### src/rtl/fsmc_read_arbiter.sv
// fsmc_read_arbiter: round-robin producer arbiter feeding a read FIFO exposed on FSMC data/status slots.
// Optional macro FSMC_ARB_SRC_TAG_EN stores each entry's source index and reports the head's index in stat_word[13:8].
module fsmc_read_arbiter #(
    parameter int DATA_WIDTH  = 16,
    parameter int NUM_SOURCES = 4,
    parameter int FIFO_DEPTH  = 16,
    parameter int IRQ_LEVEL   = 8
) (
    input  logic                          clk,
    input  logic                          reset,
    input  logic [NUM_SOURCES-1:0]        src_valid,
    input  logic [DATA_WIDTH-1:0]         src_data [NUM_SOURCES],
    output logic [NUM_SOURCES-1:0]        src_ready,
    input  logic                          bus_cs_data,
    input  logic                          bus_cs_stat,
    input  logic                          bus_state,
    input  logic [DATA_WIDTH-1:0]         bus_wdata,
    output logic [DATA_WIDTH-1:0]         data_word,
    output logic [DATA_WIDTH-1:0]         stat_word,
    output logic                          mcu_irq,
    output logic [$clog2(FIFO_DEPTH):0]   level
);
    localparam int PW = $clog2(FIFO_DEPTH);
    localparam int LW = PW + 1;
    localparam int SW = (NUM_SOURCES > 1) ? $clog2(NUM_SOURCES) : 1;

    logic                  cs_data_q, cs_stat_q;
    logic                  data_rd, stat_rd, flush;
    logic [PW-1:0]         rd_ptr, wr_ptr, rd_next;
    logic [DATA_WIDTH-1:0] mem [FIFO_DEPTH];
    logic [SW-1:0]         rr_ptr, gnt_idx;
    logic [NUM_SOURCES-1:0] gnt;
    logic                  gnt_any, can_push, push, pop, underflow;
    logic [LW-1:0]         lvl_after_pop;
    logic [DATA_WIDTH-1:0] head_next;
    logic [5:0]            head_tag;
    logic                  unused_wdata;

    assign unused_wdata = ^bus_wdata[DATA_WIDTH-1:1];

    // A pending flush or a full FIFO blocks every grant this cycle.
    assign can_push = !reset && (level < LW'(FIFO_DEPTH)) && !flush;

    always_comb begin
        gnt     = '0;
        gnt_idx = '0;
        gnt_any = 1'b0;
        for (int k = 0; k < NUM_SOURCES; k++) begin
            int s;
            s = int'(rr_ptr) + k;
            if (s >= NUM_SOURCES) s = s - NUM_SOURCES;
            if (can_push && !gnt_any && src_valid[SW'(s)]) begin
                gnt[SW'(s)] = 1'b1;
                gnt_idx     = SW'(s);
                gnt_any     = 1'b1;
            end
        end
    end

    assign src_ready     = gnt;
    assign push          = gnt_any;
    assign pop           = data_rd && (level != '0) && !flush;
    assign rd_next       = rd_ptr + PW'(pop);
    assign lvl_after_pop = level - LW'(pop);
    // Head after this cycle: next stored entry, else the word being pushed into an empty FIFO.
    assign head_next     = flush ? '0 : (lvl_after_pop != '0) ? mem[rd_next] : push ? src_data[gnt_idx] : '0;

    always_ff @(posedge clk) begin
        if (push) mem[wr_ptr] <= src_data[gnt_idx];
    end

`ifdef FSMC_ARB_SRC_TAG_EN
    logic [SW-1:0] tag_mem [FIFO_DEPTH];
    logic [SW-1:0] tag_q, tag_next;

    assign tag_next = flush ? '0 : (lvl_after_pop != '0) ? tag_mem[rd_next] : push ? gnt_idx : '0;
    assign head_tag = 6'(tag_q);

    always_ff @(posedge clk) begin
        if (push) tag_mem[wr_ptr] <= gnt_idx;
    end

    always_ff @(posedge clk or posedge reset) begin
        if (reset) tag_q <= '0;
        else       tag_q <= tag_next;
    end
`else
    assign head_tag = '0;
`endif

    always_ff @(posedge clk or posedge reset) begin
        if (reset) begin
            cs_data_q <= 1'b0;
            cs_stat_q <= 1'b0;
            data_rd   <= 1'b0;
            stat_rd   <= 1'b0;
            flush     <= 1'b0;
            rd_ptr    <= '0;
            wr_ptr    <= '0;
            level     <= '0;
            rr_ptr    <= '0;
            underflow <= 1'b0;
            data_word <= '0;
            mcu_irq   <= 1'b0;
            stat_word <= '0;
        end else begin
            cs_data_q <= bus_cs_data;
            cs_stat_q <= bus_cs_stat;
            // Chip-select falling edges are registered; the FIFO acts on them one clock later.
            data_rd   <= cs_data_q && !bus_cs_data && bus_state;
            stat_rd   <= cs_stat_q && !bus_cs_stat && bus_state;
            flush     <= cs_stat_q && !bus_cs_stat && !bus_state && bus_wdata[0];
            rd_ptr    <= flush ? '0 : rd_next;
            wr_ptr    <= flush ? '0 : wr_ptr + PW'(push);
            level     <= flush ? '0 : lvl_after_pop + LW'(push);
            rr_ptr    <= !push ? rr_ptr : (gnt_idx == SW'(NUM_SOURCES - 1)) ? '0 : gnt_idx + SW'(1);
            underflow <= (data_rd && level == '0) ? 1'b1 : stat_rd ? 1'b0 : underflow;
            data_word <= head_next;
            mcu_irq   <= level >= LW'(IRQ_LEVEL);
            stat_word <= {underflow, level >= LW'(IRQ_LEVEL), head_tag, 8'(level)};
        end
    end
endmodule

### config.mk
export PLATFORM = sky130hd
export DESIGN_NAME = fsmc_read_arbiter
export DESIGN_NICKNAME = d
export VERILOG_FILES = /design/src/rtl/fsmc_read_arbiter.sv
export SDC_FILE = /design/constraint.sdc
export NUM_CORES = 1
export LEC_CHECK = 0
export ABC_AREA = 1
export CORE_MARGIN = 5
export CORE_UTILIZATION = 52
export DETAILED_ROUTE_END_ITERATION = 10
export GPL_TIMING_DRIVEN = 0
export PLACE_DENSITY = 0.84
export SLEW_MARGIN = 20
export SYNTH_ARGS = -nofsm -noshare
export SYNTH_HDL_FRONTEND = slang
export SYNTH_SLANG_ARGS = --single-unit
### constraint.sdc
create_clock -name clk -period 3.8 [get_ports clk]
set_input_delay 0.95 -clock clk [delete_from_list [all_inputs] [get_ports clk]]
set_output_delay 0.95 -clock clk [all_outputs]
set_load 0.005 [all_outputs]
==> run metrics, run 1 <==
Peak VDD IR 0.000587 V; cts hold-fix bufs 0; Yosys reg bits 300; dpl cells 1627; Clock Latency Late Sink 0.56 ns; Buffers on Ports 106; Die Ht 170 microns; EDFF count, synth 256; die area 28800 sq um; Setup CP Type primary input to primary output; Max FO, Critical Path 6; outcome complete, no violations; Placed Instance Area 14800 sq um; clock transition at the registers of the reported paths 0.06 ns; Seq/Total Area, Yosys 0.663; Synth top area share 0.580; Switching Share 0.423; Slew @ Worst Pin 0.917 ns; Rel. slew slack 0.389; first-pass GRT wire length 56900 microns; Num CTS Buffers 28; clk_skew 0.0151 ns; vias in the first global route 10011; CP endpoint kind primary output; post-synth top area cell edfxtp_1; P_int 8.73 mW; Place WS -0.349 ns; initial antenna violation count 0; final worst-path cycle share 0.974; residual DRC count 0; final setup fails 0; max-cap violations 0; Mapped Area 13300 sq um; crit path from src_valid[1]; sequential power share 0.356; CTS tree done; wire length per cell 22.3 microns; crit path launch type primary input; NetSw 6.39 mW; post-detail-place hpwl 25600 microns; core region area 25200 sq um; clock sinks 300; non-filler instance count after layout 1686; vias per inst 5.96; nets@finish 1437; gr ovfl total 0; largest net degree at the start of global routing 32; Hold Startpoint underflow; fmax 0.270 GHz; I/O pin total 131; Req. time, crit path 2.85 ns; grt peak-use layer met2; Synth warnings 0; DR vias 10052; Final Hold Vio Count 0; GRT met1 Usage 0.342; Pins Over Slew Limit 0; most common cell in the netlist nand2_1; Clk pwr share 0.184; FILL cells 1879; Pwr Density 955 nW/um^2; Area contributors post-synth edfxtp_1, nand2_1, dfrtp_1; placer congestion estimate 0.993; Bufs on Longest Clock Path 3; H-tree depth 1; Die X 170 microns; Leak Pwr 6.08 nW; GR Util met2 0.412; instance count of the mapped netlist 1180; Total Power 15.1 mW; GRT Resource Usage Total 0.258; Tmin final 3.70 ns; Starting Density 0.527; Placement Rows 58; Most used DFF post-synth edfxtp_1; Worst Path Arrival 2.75 ns; Iter 0 DRT Violations 1231; ys async rst share 0.147; Min Hold Slack 0.377 ns; Antenna Nets Post-Route 0; clock root buffer clkbuf_16; commonest cells in the synthesized netlist nand2_1, edfxtp_1, a21oi_1, nand3_1, inv_1; Area Overhead vs Synth 19.4%; Design Area, Final 15800 sq um; Mapped Avg Cell Area 11.2 sq um; Routed WL 37600 microns; share of post-route cells with drive strength above 1 0.0952; Reg2Reg Launch Point flush; 1st-pass router iterations 5; met3 Use GR 0.0536; RSZ-0062 raised after global routing no; worst min path class flip-flop to flip-flop; worst setup margin 0.0978 ns; power share of the combinational group 0.460; Synth cell types 40
[area by class of cell]
cell class              count  area, sq um  share of cell area
plain buffers              77          395              0.0250
clock buffers              38          798              0.0504
multi-input cells         750         3940               0.249
well taps                 330          413              0.0261
repair buffers            116         1150              0.0724
diodes                      1         2.50            0.000158
clock inverters            14          113             0.00711
inverters                  60          239              0.0151
flip-flops and latches    300         8790               0.555
[what timing repair did]
item / 4_1_cts / 5_1_grt
setup endpoints to repair: 20 / 16
setup buffers: 6 / 1
pin swaps: 3 / 1
resized for setup: 28 / 8
[sequential cells by signal, indices dropped and copies added (netlist names), 2 cells and up]
signal / count
mem: 256
data_word: 16
stat_word: 7
level: 5
rd_ptr: 4
wr_ptr: 4
rr_ptr: 2
[logic make-up after synthesis]
kind of cell / synth area share
DFF: 0.663
and+or+nand+nor: 0.160
xor gates and xnor gates: 0.00330
other: 0.000283
AOI/OAI and AO/OA: 0.114
buffers and inverters: 0.0455
adders and majority gates: 0.0142
[power by group through the flow]
stage	registers (mW)	clock network, mW	logic [mW]
global placement	5.43	0	6.41
global route	5.43	2.91	7.52
CTS	5.38	2.77	6.80
finish	5.38	2.78	6.96
detailed placement	5.45	0	6.64
floorplan	5.38	0	3.99
[worst max-delay path: stages]
cell and delay [ns]:
clkdlybuf4s50_1 0.45, nand2_1 0.13, nand3_1 0.14, nand2_4 0.13
nand4_4 0.14, nor2_8 0.16, nand2_2 0.10, inv_2 0.09
nand2_1 0.06, o2111ai_1 0.12, dlygate4sd2_1 0.28
[placed cells by master, fill, tap and decap left out, types with 6 or more instances in the layout]
master / Yosys / layout
a21oi_1: 121 / 121
a22oi_1: 32 / 32
a32o_1: 31 / 31
and2_1: 16 / 16
buf_2: 8 / 10
buf_4: 16 / 25
clkbuf_1: 44 / 38
clkbuf_16: 0 / 28
clkbuf_2: 0 / 9
clkbuf_8: 0 / 6
clkdlybuf4s50_1: 0 / 101
clkinv_2: 0 / 7
conb_1: 1 / 9
dfrtp_1: 44 / 42
edfxtp_1: 256 / 256
ha_1: 15 / 14
inv_1: 55 / 51
nand2_1: 319 / 319
nand3_1: 101 / 101
nor2_1: 25 / 24
o211ai_1: 30 / 30
o21ai_0: 11 / 10
[layer usage]
layer,up-vias,routed length (microns)
met3,114,4390
met1,4745,13800
met4,0,1850
li1,4500,-
met2,693,17600
met5,-,0
[worst paths after layout]
| check | endpoint | depth (start not counted) | slack, ns |
|---|---|---|---|
| max | src_ready[2] | 11 | 0.1 |
| max in group asynchronous | rr_ptr[1] | 3 | 2.76 |
| min reg2reg | stat_word[15] | 0 | 0.38 |
| max reg2reg | data_word[4] | 16 | 0.21 |
| min in group asynchronous | level[4] | 2 | 0.54 |
| min | stat_word[15] | 0 | 0.38 |
[metrics by stage]
| stage | util | TNS, ns |
|---|---|---|
| after CTS | 0.628 | 0 |
| final | 0.629 | 0 |
| after floorplan | - | 0 |
| after detailed placement | 0.588 | -19.87 |
| after global routing | 0.629 | 0 |
| after global placement | 0.586 | -27.41 |
(Power assumes the default switching activity.)
==> inputs of run 2 (changes only) <==
Settings changed: PLACE_DENSITY 0.84 to 0.78, SETUP_SLACK_MARGIN from default to 0.4, SLEW_MARGIN 20 to default.
==> run 2 against run 1 <==
Effect of this change: fmax rose by 11%; critical path depth rose by 1; clock power rose by 5%; critical endpoint unchanged.
==> run metrics, run 2 (synthesis gave the netlist of run 1 again) <==
Rel. slew slack 0.348 (-0.0403); clock root buffer clkbuf_16; Antenna Nets Post-Route 0 (unchanged); crit-path cells clkinvlp_4 -> ha_4 -> inv_4 -> nand3_1 -> nand2_2 -> nand4_4 -> nor2_8 -> nand2_4 -> inv_2 -> nand2_1 -> o2111ai_1 -> buf_2; RSZ-0062 raised after global routing yes; hold path depth 0 (unchanged); vias in the first global route 10156 (+1.4%); clk_skew 0.00917 ns (-0.00593 ns); Tmin final 3.33 ns (-0.372 ns); cell family with most CP delay simple AND/OR/NAND/NOR gates; 1st-pass router iterations 5 (unchanged); Place WS -0.302 ns (+0.0473 ns); max-cap violations 0 (unchanged); CTS tree done; wire length per cell 22.3 microns (+0.13%); worst reg2reg path depth 16 (unchanged); Bufs on Longest Clock Path 3 (unchanged); Area Overhead vs Synth 21.2%; core region area 25200 sq um (unchanged); fmax 0.300 GHz (+11%); Starting Density 0.527 (unchanged); die area 28800 sq um (unchanged); share of post-route cells with drive strength above 1 0.128 (+0.0331); Design Area, Final 16100 sq um (+1.5%); residual DRC count 0 (unchanged); Hold Startpoint underflow; DR vias 10044 (-0.080%); Routed WL 37900 microns (+0.66%); GRT Resource Usage Total 0.260 (+0.00189); nets@finish 1445 (+0.56%); largest register by flop count mem; Critical path buffers and inverters 4 (+1); Die Ht 170 microns (unchanged); Slowest-stage cell, CP dfrtp_2; Num CTS Buffers 30 (+7.1%); clock transition at the registers of the reported paths 0.07 ns (about the same); Clock Latency Late Sink 0.55 ns (about the same); Pwr Density 960 nW/um^2 (+0.55%); Die X 170 microns (unchanged); Reg2Reg Launch Point flush; gr ovfl total 0 (unchanged); largest net degree at the start of global routing 27 (-16%); Placed Instance Area 14800 sq um (about the same); Iter 0 DRT Violations 1191 (-3.2%); commonest non-fill, non-tap cells in the layout nand2_1, edfxtp_1, a21oi_1, nand3_1, clkdlybuf4s50_1; Leak Pwr 6.25 nW (+2.8%); Placement Rows 58 (unchanged); Slew @ Worst Pin 0.974 ns (+0.0573 ns); Worst Path Arrival 2.38 ns (-0.37 ns); Min Hold Slack 0.389 ns (+0.0124 ns); Setup CP Type flip-flop to primary output; I/O pin total 131 (unchanged); first-pass GRT wire length 57500 microns (+1.1%); FILL cells 1891 (+0.64%); crit path launch type flip-flop; max FFs per register 256 (unchanged); most common cell after layout, fill and taps aside nand2_1; Max FO, Critical Path 5 (-1); clock sinks 300 (unchanged); vias per inst 5.93 (-0.61%); post-detail-place hpwl 25600 microns (-0.15%); Final Hold Vio Count 0 (unchanged); worst setup margin 0.470 ns (+0.372 ns); initial antenna violation count 0 (unchanged); Pins Over Slew Limit 0 (unchanged); hold path endpoint stat_word[15]; worst min path class flip-flop to flip-flop; cts hold-fix bufs 0 (unchanged); Reg2Reg Capture Point data_word[10]; Peak VDD IR 0.000586 V (-0.13%); Req. time, crit path 2.85 ns (about the same); H-tree depth 1 (unchanged); Regs by FF count mem x256, data_word x16, stat_word x7; final setup fails 0 (unchanged); Buffers on Ports 106 (unchanged); R2R setup slack 0.48 ns (+0.27 ns); final worst-path cycle share 0.876 (-0.0980); CP endpoint kind primary output; outcome complete, no violations; max incr delay on CP 0.38 ns (-0.07 ns); placer congestion estimate 0.946 (-4.7%)
## run 2: cell types whose count changed in the layout (fill, tap and decap cells not counted), moves of 4 or more
| cell | change |
|---|---|
| a22oi_1 | -5 |
| a22oi_2 | +5 |
| buf_4 | +9 |
| clkbuf_1 | -17 |
| clkbuf_2 | +16 |
| clkbuf_4 | +5 |
| clkdlybuf4s50_1 | -4 |
## run 2: cell type report
cell class,count,area (sq um),area share
sequential,300,8790,0.547
multi-input combinational,750,4010,0.249
timing repair buffer,121,1170,0.0729
clock buffer,45,878,0.0547
buffer,78,470,0.0293
tap,330,413,0.0257
inverter,60,238,0.0148
clock inverter,10,98.8,0.00615
antenna,1,2.50,0.000156
## run 2: timing repair
action | in CTS | in global routing
buffers inserted | 9 | 5
gates resized for setup | 70 | 62
endpoints found under the setup margin | 532 | 324
pin swaps | 10 | 13
## run 2: how the worst max path moves through the flow
stage	from	end	slack, ns	cells past startpoint
after floorplan	rr_ptr[1]	mem[12][0]	0.83	11
after global placement	reset	mem[12][5]	-0.47	8
after detailed placement	flush	data_word[6]	-0.30	19
after CTS	flush	data_word[4]	0.40	16
after global routing	rr_ptr[1]	src_ready[2]	0.39	12
final	rr_ptr[1]	src_ready[2]	0.47	12
## run 2: through the flow
stage	power, mW	TNS (ns)	utilization	instances
after detailed placement	12.1	-31.43	0.588	1625
final	15.4	0	0.638	1695
after global placement	11.9	-14.98	0.587	1624
after global routing	16.2	0	0.638	1694
after CTS	15.2	0	0.633	1689
after floorplan	9.37	0	-	1188
## run 2: routing by layer
layer	share of wire	global-route usage	vias up
met4	0.043	0.111	0
met1	0.39	0.353	4833
met2	0.47	0.410	600
met3	0.096	0.0529	91
li1	-	-	4520
met5	0	0	-
## run 2: power by group
group / internal (mW) / total (mW) / switching [mW]
Sequential: 5.17 / 5.40 / 0.231
Combinational: 2.16 / 7.11 / 4.95
Clock: 1.72 / 2.92 / 1.20
Total: 9.04 / 15.4 / 6.38
==> inputs of run 3 (changes only) <==
Settings changed: CORE_MARGIN 5 to default.
==> run 3 against run 2 <==
Effect of this change: total power down 1.6%; non-clock buffer count up 3; worst hold slack worse by 0.0070 ns; critical path depth up 4; utilization about the same; final cell count unchanged; die area down 9.2%; cell area down 0.21%; largest power group unchanged.
==> run metrics, run 3 (synthesis gave the netlist of run 1 again) <==
Req. time, crit path 4.26 ns (+1.41 ns); crit-path cells nor2_1 -> nand3_1 -> nand3_1 -> inv_1 -> ha_1 -> ha_1 -> buf_6 -> clkinv_2 -> buf_4 -> buf_4 -> a32o_1 -> o211ai_1 -> nand2_1 -> nand2_1 -> nand2_1 -> a21oi_1; dpl cells 1626 (+0.062%); largest register by flop count mem; Tmin final 3.32 ns (-0.0135 ns); Placement Rows 58 (unchanged); Num CTS Buffers 29 (-3.3%); wire length per cell 21.0 microns (-5.9%); Rel. slew slack 0.428 (+0.0794); first-pass GRT wire length 53800 microns (-6.4%); Area Overhead vs Synth 20.9%; post-detail-place hpwl 24100 microns (-6.0%); max incr delay on CP 0.44 ns (+0.06 ns); final worst-path cycle share 0.873 (-0.00355); Iter 0 DRT Violations 1028 (-14%); hold path depth 0 (unchanged); placer congestion estimate 1.01 (+6.4%); initial antenna violation count 0 (unchanged); Pwr Density 947 nW/um^2 (-1.4%); worst setup margin 0.484 ns (+0.0135 ns); Reg2Reg Launch Point level[2]; clk_skew 0.0261 ns (+0.0169 ns); Max FO, Critical Path 10 (+5); max-cap violations 0 (unchanged); hold path endpoint stat_word[15]; Place WS -0.261 ns (+0.0408 ns); Final Hold Vio Count 0 (unchanged); Reg2Reg Capture Point data_word[5]; Regs by FF count mem x256, data_word x16, stat_word x7; Die Ht 162 microns (-4.7%); worst min path class flip-flop to flip-flop; Pins Over Slew Limit 0 (unchanged); Clock Latency Late Sink 0.55 ns (about the same); clock sinks 300 (unchanged); Bufs on Longest Clock Path 3 (unchanged); crit path launch type flip-flop; Hold Startpoint underflow; 1st-pass router iterations 8 (+3); CP endpoint kind flip-flop; most used cell, CP nand2_1; vias in the first global route 9524 (-6.2%); residual DRC count 0 (unchanged); commonest non-fill, non-tap cells in the layout nand2_1, edfxtp_1, a21oi_1, nand3_1, clkdlybuf4s50_1; Starting Density 0.528 (+0.00152); Peak VDD IR 0.000500 V (-15%); RSZ-0062 raised after global routing yes; Setup CP Type flip-flop to flip-flop; gr ovfl total 0 (unchanged); die area 26100 sq um (-9.2%); share of post-route cells with drive strength above 1 0.124 (-0.00449); non-filler instance count after layout 1695 (unchanged); Antenna Nets Post-Route 0 (unchanged); largest net degree at the start of global routing 28 (+3.7%); Worst Path Arrival 3.78 ns (+1.40 ns); clock transition at the registers of the reported paths 0.07 ns (about the same); vias per inst 5.84 (-1.4%); Slew @ Worst Pin 0.858 ns (-0.116 ns); Die X 162 microns (-4.7%); GRT Resource Usage Total 0.273 (+0.0138); Slowest-stage cell, CP dfrtp_1; Antenna Cells 0 (-1); R2R setup slack 0.48 ns (about the same); TNS Setup 0 ns (unchanged); outcome complete, no violations; Leak Pwr 6.21 nW (-0.68%); Routed WL 35600 microns (-5.9%); Buffers on Ports 106 (unchanged); H-tree depth 1 (unchanged); DR vias 9899 (-1.4%); fmax 0.302 GHz (+0.41%); final setup fails 0 (unchanged); worst reg2reg path depth 16 (unchanged); Min Hold Slack 0.382 ns (-0.00703 ns); core region area 25100 sq um (-0.29%); max FFs per register 256 (unchanged); clock root buffer clkbuf_16; nets@finish 1447 (+0.14%); most common cell after layout, fill and taps aside nand2_1; I/O pin total 131 (unchanged); Total Power 15.2 mW (-1.6%); CTS tree done
-- run 3: critical path, delay by kind of cell, from the launching register on --
family | cells | cell delay, ns
compound gates | 3 | 0.85
buf+inv | 5 | 0.73
flops | 1 | 0.44
simple gates | 6 | 0.69
fa+ha+maj | 2 | 0.50
-- run 3: through the flow --
| stage | instance area (sq um) | util |
|---|---|---|
| 2_1_floorplan | 13300 | - |
| 3_3_place_gp | 14800 | 0.588 |
| 3_5_place_dp | 14800 | 0.589 |
| 4_1_cts | 15900 | 0.633 |
| 5_1_grt | 16000 | 0.639 |
| 6_report | 16000 | 0.639 |
-- run 3: cell type report --
cell class	instances	area (sq um)
clock inverter	13	148
buffer	78	465
clock buffer	40	777
tap	330	413
inverter	60	241
timing repair buffer	124	1200
fill	1935	9070
multi-input combinational	750	4000
sequential	300	8790
-- run 3: worst max path at each step --
stage,startpoint,end,cells after the start
CTS,flush,data_word[14],17
detailed placement,flush,data_word[11],16
finish,level[2],data_word[5],16
global route,rr_ptr[1],src_ready[0],11
floorplan,rr_ptr[1],mem[12][0],11
global placement,reset,mem[12][5],8
-- run 3: repair_timing --
action	4_1_cts	5_1_grt
gates resized for setup	65	55
hold endpoints to repair	0	0
hold buffers	0	0
setup buffers	10	6
pin swaps	9	14
setup endpoints to repair	532	30
-- run 3: power by group --
part           internal [mW]  switching (mW)
clock                   1.63            1.19
combinational           2.15            4.81
sequential              5.17           0.231
-- run 3: layer usage --
metal	wire, microns	GRT usage
met1	14100	0.372
met2	16500	0.440
met3	3200	0.0358
met4	1830	0.129
met5	0	0
